**src/rtl/encoder_pkg.sv**
```systemverilog
// Shared widths and types for the 8-to-3 request encoder.
package encoder_pkg;

  localparam int ENC_IN_W  = 8;
  localparam int ENC_OUT_W = 3;

  typedef logic [ENC_IN_W-1:0]  enc_req_t;
  typedef logic [ENC_OUT_W-1:0] enc_idx_t;

endpackage : encoder_pkg

```
**src/rtl/prio_enc8.sv**
```systemverilog
// Combinational 8-input priority encoder.
// HIGH_PRIO=1 picks the most significant set bit, 0 the least significant.
// any_o flags a non-zero request; multi_o flags more than one bit set.
module prio_enc8
  import encoder_pkg::*;
#(
  parameter bit HIGH_PRIO = 1'b1
) (
  input  enc_req_t d_i,
  output enc_idx_t idx_o,
  output logic     any_o,
  output logic     multi_o
);

  // Scan in the order that lets the winning bit be the last one written.
  always_comb begin
    idx_o = '0;
    if (HIGH_PRIO) begin
      for (int i = 0; i < ENC_IN_W; i++)
        if (d_i[i]) idx_o = enc_idx_t'(i);
    end else begin
      for (int i = ENC_IN_W - 1; i >= 0; i--)
        if (d_i[i]) idx_o = enc_idx_t'(i);
    end
  end

  // Clearing the lowest set bit leaves something only if another bit was set.
  always_comb begin
    any_o   = |d_i;
    multi_o = |(d_i & (d_i - enc_req_t'(1)));
  end

endmodule : prio_enc8

```
**src/rtl/encoder_8to3.sv**
```systemverilog
// 8-to-3 encoder with registered index/valid, 1-cycle latency.
// Optional ENCODER_8TO3_ONEHOT_ERR_EN adds a registered multi-hot error flag.
module encoder_8to3
  import encoder_pkg::*;
#(
  parameter bit       HIGH_PRIO = 1'b1,
  parameter enc_idx_t RST_Y     = 3'd0
) (
  input  logic     clk,
  input  logic     rst,
  input  enc_req_t d,
  input  logic     enable,
  output enc_idx_t y,
  output logic     valid
`ifdef ENCODER_8TO3_ONEHOT_ERR_EN
  ,
  output logic     err
`endif
);

  enc_idx_t idx;
  logic     any;
  logic     multi;

  enc_idx_t y_q, y_d;
  logic     valid_q, valid_d;

  prio_enc8 #(.HIGH_PRIO(HIGH_PRIO)) u_prio (
    .d_i     (d),
    .idx_o   (idx),
    .any_o   (any),
    .multi_o (multi)
  );

  // Enable gates first so an undriven d while disabled never reaches y.
  always_comb begin
    y_d     = RST_Y;
    valid_d = 1'b0;
    if (enable == 1'b1 && any == 1'b1) begin
      y_d     = idx;
      valid_d = 1'b1;
    end
  end

  // Output registers; reset forces the idle encoding asynchronously.
  always_ff @(posedge clk or posedge rst) begin
    if (rst) begin
      y_q     <= RST_Y;
      valid_q <= 1'b0;
    end else begin
      y_q     <= y_d;
      valid_q <= valid_d;
    end
  end

  assign y     = y_q;
  assign valid = valid_q;

`ifdef ENCODER_8TO3_ONEHOT_ERR_EN
  logic err_q, err_d;

  // Multi-hot is only an error while the encoder is enabled.
  always_comb begin
    err_d = 1'b0;
    if (enable == 1'b1) err_d = multi;
  end

  // Error flag register, aligned with y/valid.
  always_ff @(posedge clk or posedge rst) begin
    if (rst) err_q <= 1'b0;
    else     err_q <= err_d;
  end

  assign err = err_q;
`else
  logic multi_unused;
  assign multi_unused = multi;
`endif

endmodule : encoder_8to3

```
**config.mk**
```make
export PLATFORM = sky130hd
export DESIGN_NAME = encoder_8to3
export DESIGN_NICKNAME = d
export VERILOG_FILES = /design/src/rtl/encoder_pkg.sv /design/src/rtl/prio_enc8.sv /design/src/rtl/encoder_8to3.sv
export SDC_FILE = /design/constraint.sdc
export NUM_CORES = 1
export LEC_CHECK = 0
export CORE_AREA = 10 10 47 49
export DETAILED_ROUTE_END_ITERATION = 16
export DIE_AREA = 0 0 57 59
export PLACE_DENSITY = 0.43
export SETUP_SLACK_MARGIN = 0.3
export SKIP_LAST_GASP = 1
export SYNTH_ARGS = -nofsm -noshare
export SYNTH_HDL_FRONTEND = slang
export SYNTH_SLANG_ARGS = --single-unit
```
**constraint.sdc**
```tcl
create_clock -name clk -period 0.8 [get_ports clk]
set_input_delay 0.2 -clock clk [delete_from_list [all_inputs] [get_ports clk]]
set_output_delay 0.2 -clock clk [all_outputs]
set_load 0.01 [all_outputs]
```
Yosys cells after proc, flatten, opt, wreduce, memory -nomap -nowiden
Cells that the tools add are included.
{"block": "classes", "mux": 9, "reduce_logical": 2}
{"operator": "$mux 3", "count": 5}
{"operator": "$reduce_or 8->1", "count": 1}
{"operator": "$mux 2", "count": 2}
{"operator": "$mux 1", "count": 2}
{"operator": "$logic_and 1x1->1", "count": 1}
{"block": "word_totals", "reg_bits": 4, "input_bits": 11, "out_inout_bits": 4, "wordCells": 13}

Depth between registers and ports, before layout
{"block": "depth", "word_depth": 8, "ltp_mapped": 3, "ltp_nobuf": 3}

Modules after synthesis
From an unflattened synthesis, not the netlist that was laid out.
{"block": "unflattened", "cells_unflattened": 30, "hier_area_um2": 257.7}
{"mod": "encoder_8to3", "n_inst": 1, "seq_area_each_um2": 100.1, "area_each_um2": 130.1, "cells_each": 9}
{"mod": "prio_enc8", "n_inst": 1, "seq_area_each_um2": 0.0, "area_each_um2": 127.6, "cells_each": 21}

Least setup slack after synthesis
Ideal clock, no wire load.
{"block": "synth_path", "path_kind": "in2reg", "from": "in d[5]", "to": "reg y_q[0], in the netlist y[0]", "required_ns": 0.670, "path_buffers": 0, "setup_time_ns": 0.130, "path_slack_ns": -0.049, "arrival_time_ns": 0.719, "stages": 3, "path_cell_list": "nor4_2 > a31oi_1 > a21boi_0"}
{"block": "synth_via", "elab_chain_len": 4, "word_cells_on_any_way": 6, "classes_between": "mux: 4; reduce/logical: 2"}
{"element": "start, declared", "line": "encoder_8to3.sv:11", "text": "input enc_req_t d,"}
{"element": "$mux 3 (3 in a row)", "line": "prio_enc8.sv:20", "text": "if (d_i[i]) idx_o = enc_idx_t'(i);"}
{"element": "$mux 3 *", "line": "encoder_8to3.sv:39", "text": "if (enable == 1'b1 && any == 1'b1) begin"}
{"element": "named net y_d[0]", "line": "encoder_8to3.sv:25", "text": "enc_idx_t y_q, y_d;"}
{"element": "end signal, assigned", "line": "encoder_8to3.sv:51", "text": "y_q <= y_d;"}
{"element": "end, declared", "line": "encoder_8to3.sv:25"}
Mark *: on every way through the listed nets, which the timed path passes. The rest lies on a longest branch.

Worst setup path in the final report
{"block": "layout_path", "from": "reg y_q[0], in the netlist y[0]", "to": "out y[0]"}
{"element": "end, declared", "line": "encoder_8to3.sv:13", "text": "output enc_idx_t y,"}
No word-level cell between the ends.

==> summary.txt <==
Status
  – Status: finished with violations
  – Violations in the final reports: negative setup slack

Timing
  – Setup violations, final: 4
  – Period utilization: 1.145
  – Final worst setup slack: -0.1156 ns
  – Accumulated negative setup slack: -0.4402 ns
  – Final-report hold violation count: 0
  – Maximum clock frequency: 1092 MHz
  – Max-slew violation count: 0
  – Crit path time final: 0.9156 ns
  – Slew at the pin with the worst max-slew slack: 0.2490 ns
  – Unrepaired setup endpoints after global routing: yes
  – Worst relative slew slack: 0.8328

Floorplan
  – Starting utilization of the core area: 0.1304
  – Area of the core region: 1401 µm²
  – I/O pin cnt: 15
  – # rows: 14
  – Die Y: 59 µm
  – DIE WIDTH: 57 µm
  – Die Area: 3363 µm²

Finish
  – Layout Nets: 56
  – Count of inserted antenna diode cells: 0
  – Share of layout cells above drive strength 1: 0.6047
  – Area growth, synth to finish: 145.9%
  – Count of filler cells inserted in the layout: 160

Setup path
  – Buffering stage count on the worst path with inverters included: 1
  – Critical Path Start Type: register
  – CP top delay family: flip-flops
  – Slowest stage cell on the critical path: dfrtp_1
  – Critical Path End Type: output pin
  – Stage delay of the slowest cell on the critical path: 0.35 ns
  – Largest driver fanout on the critical path: 1
  – Cells traversed along the worst timing path: buf_2
  – Worst Path Required: 0.60 ns
  – Category of the most critical setup path: register to output pin
  – Data arrival, critical path: 0.72 ns

CTS
  – Maximum root-to-sink buffer count: 2
  – TritonCTS sink count: 4
  – Number of buffers added by the clock tree synthesis step: 3
  – Cell at the root of the clock tree: clkbuf_4
  – Clock-pin slew of the registers on the worst-case setup and hold paths: 0.04 ns
  – Clock tree from TritonCTS: built
  – Clock H-tree levels: 1

Logic synthesis
  – Library cell with the largest summed area after synthesis: dfrtp_1
  – Mapped Nets: 30
  – Top cell types by occurrence after synthesis: dfrtp_1, nor2_1, inv_1
  – Fraction of synthesis flops using an asynchronous set or reset pin: 1.000
  – Post-synth top area share: 0.5479
  – YS warnings: 0
  – Main synth FF type: dfrtp_1
  – Instance count of the mapped netlist: 19
  – Cell types occupying the most area after synthesis: dfrtp_1, nor2_1, nor4_2
  – Synthesized area per cell: 9.614 µm²
  – Cell area after technology mapping: 182.7 µm²
  – Post-synthesis sequential element count: 4
  – Sequential element share of the synthesized area: 0.5479
  – Count of flip-flops with a built-in enable after synthesis: 0
  – Number of distinct standard cells referenced by the synthesized netlist: 11

Global route
  – Antenna violations before repair: 0
  – Via count of the first global-routing pass: 302
  – Total global routing track utilization: 0.04768
  – Global-route wire length before repair: 1228 µm
  – Largest net degree at the start of global routing: 5
  – Aggregate global routing overflow: 0

Detailed routing
  – DRT antenna net count: 0
  – Aggregate routed wire length: 712 µm
  – DR WL/cell: 12.07 µm
  – Via total after detailed routing: 228
  – Final routed DRC violation total: 0
  – Detailed router's first-iteration violation count: 0
  – Via density: 3.864
  – TritonRoute pass-1 iters: 1

Min path
  – Hold Crit Class: input pin to asynchronous set/reset pin

Power
  – Static Leak: 0.2140 nW
  – Pwr Density: 1370 nW/µm²
  – Max VDD drop: 0.3446 mV

Placement
  – Sum of net half-perimeters after detailed placement: 531.4 µm
  – Routability cong.: 0.7981
  – Post-place setup slack: -0.5737 ns
  – Input/output buffers: 14

Job
  – Max-capacitance violation count: 0
[per-layer routing]
layer | track usage | vias to the layer above | part of all wire
li1 | - | 112 | -
met1 | 0.04192 | 99 | 0.37
met2 | 0.07132 | 17 | 0.47
met3 | 0.03648 | 0 | 0.16
met4 | 0.04027 | 0 | 0
met5 | 0 | - | 0
[stage by stage]
step / std cells / instance area (µm²) / hold slack (ns) / utilization / total power [mW]
3_3_place_gp: 53 / 389.1 / 0.3926 / 0.2777 / 0.3635
2_1_floorplan: 19 / 198.9 / -0.03392 / - / 0.2563
3_5_place_dp: 53 / 389.1 / 0.3916 / 0.2777 / 0.3656
5_1_grt: 59 / 449.2 / 0.1957 / 0.3205 / 0.6528
4_1_cts: 59 / 424.2 / 0.1483 / 0.3027 / 0.6193
6_report: 59 / 449.2 / 0.1528 / 0.3205 / 0.6156
[flip-flops by register name (all words and copies together), names as in the netlist]
name and cells:
valid 1, y 3
[kinds of logic (layout without fill, tap and decap cells)]
group	count (synthesis)	count (layout)	share of synthesized area
compound gates	5	5	0.1781
flops	4	4	0.5480
buf+inv	3	27	0.06164
simple gates	7	7	0.2123
[how the worst max path moves through the flow]
stage | start | endpoint | slack, ns | cells after the start
6_report | y[0] | y[0] | -0.12 | 1
5_1_grt | y[0] | y[0] | -0.14 | 1
2_1_floorplan | d[5] | y[0] | -0.02 | 3
4_1_cts | y[0] | y[0] | -0.14 | 1
3_5_place_dp | d[5] | y[0] | -0.57 | 4
3_3_place_gp | d[5] | y[0] | -0.55 | 4
[power breakdown]
group	total [mW]	internal, mW	switching, mW
clock network	0.239	0.167	0.0721
logic	0.156	0.0935	0.0627
registers	0.220	0.216	0.00406
[layout by cell type, fill, tap and decap left out]
cell / synthesis / routed
buf_2: 0 / 3
nor2_2: 0 / 1
clkdlybuf4s50_1: 0 / 1
buf_6: 0 / 7
nor4_4: 0 / 1
o31a_1: 1 / 1
a31oi_2: 0 / 1
nor2_1: 4 / 2
dfrtp_1: 4 / 4
clkbuf_4: 0 / 3
buf_8: 0 / 1
nor2b_1: 1 / 1
nor3_2: 0 / 1
a21boi_2: 0 / 1
o21ai_0: 1 / 1
inv_1: 3 / 3
buf_4: 0 / 6
dlygate4sd2_1: 0 / 3
a21oi_1: 1 / 1
nor2_4: 0 / 1
[layout make-up]
class,count,area (µm²),share of cell area
Multi-Input combinational cell,12,105.1,0.2340
Sequential cell,4,100.1,0.2228
Clock buffer,3,22.52,0.05014
Tap cell,16,20.02,0.04457
Timing Repair Buffer,21,190.2,0.4234
Inverter,3,11.26,0.02507
[timing repair]
item	CTS	global route
gates resized for setup	56	5
pin swaps	7	3
endpoints found under the setup margin	8	8
hold buffers	0	0
buffers inserted	3	0
(Power assumes the default switching activity.)
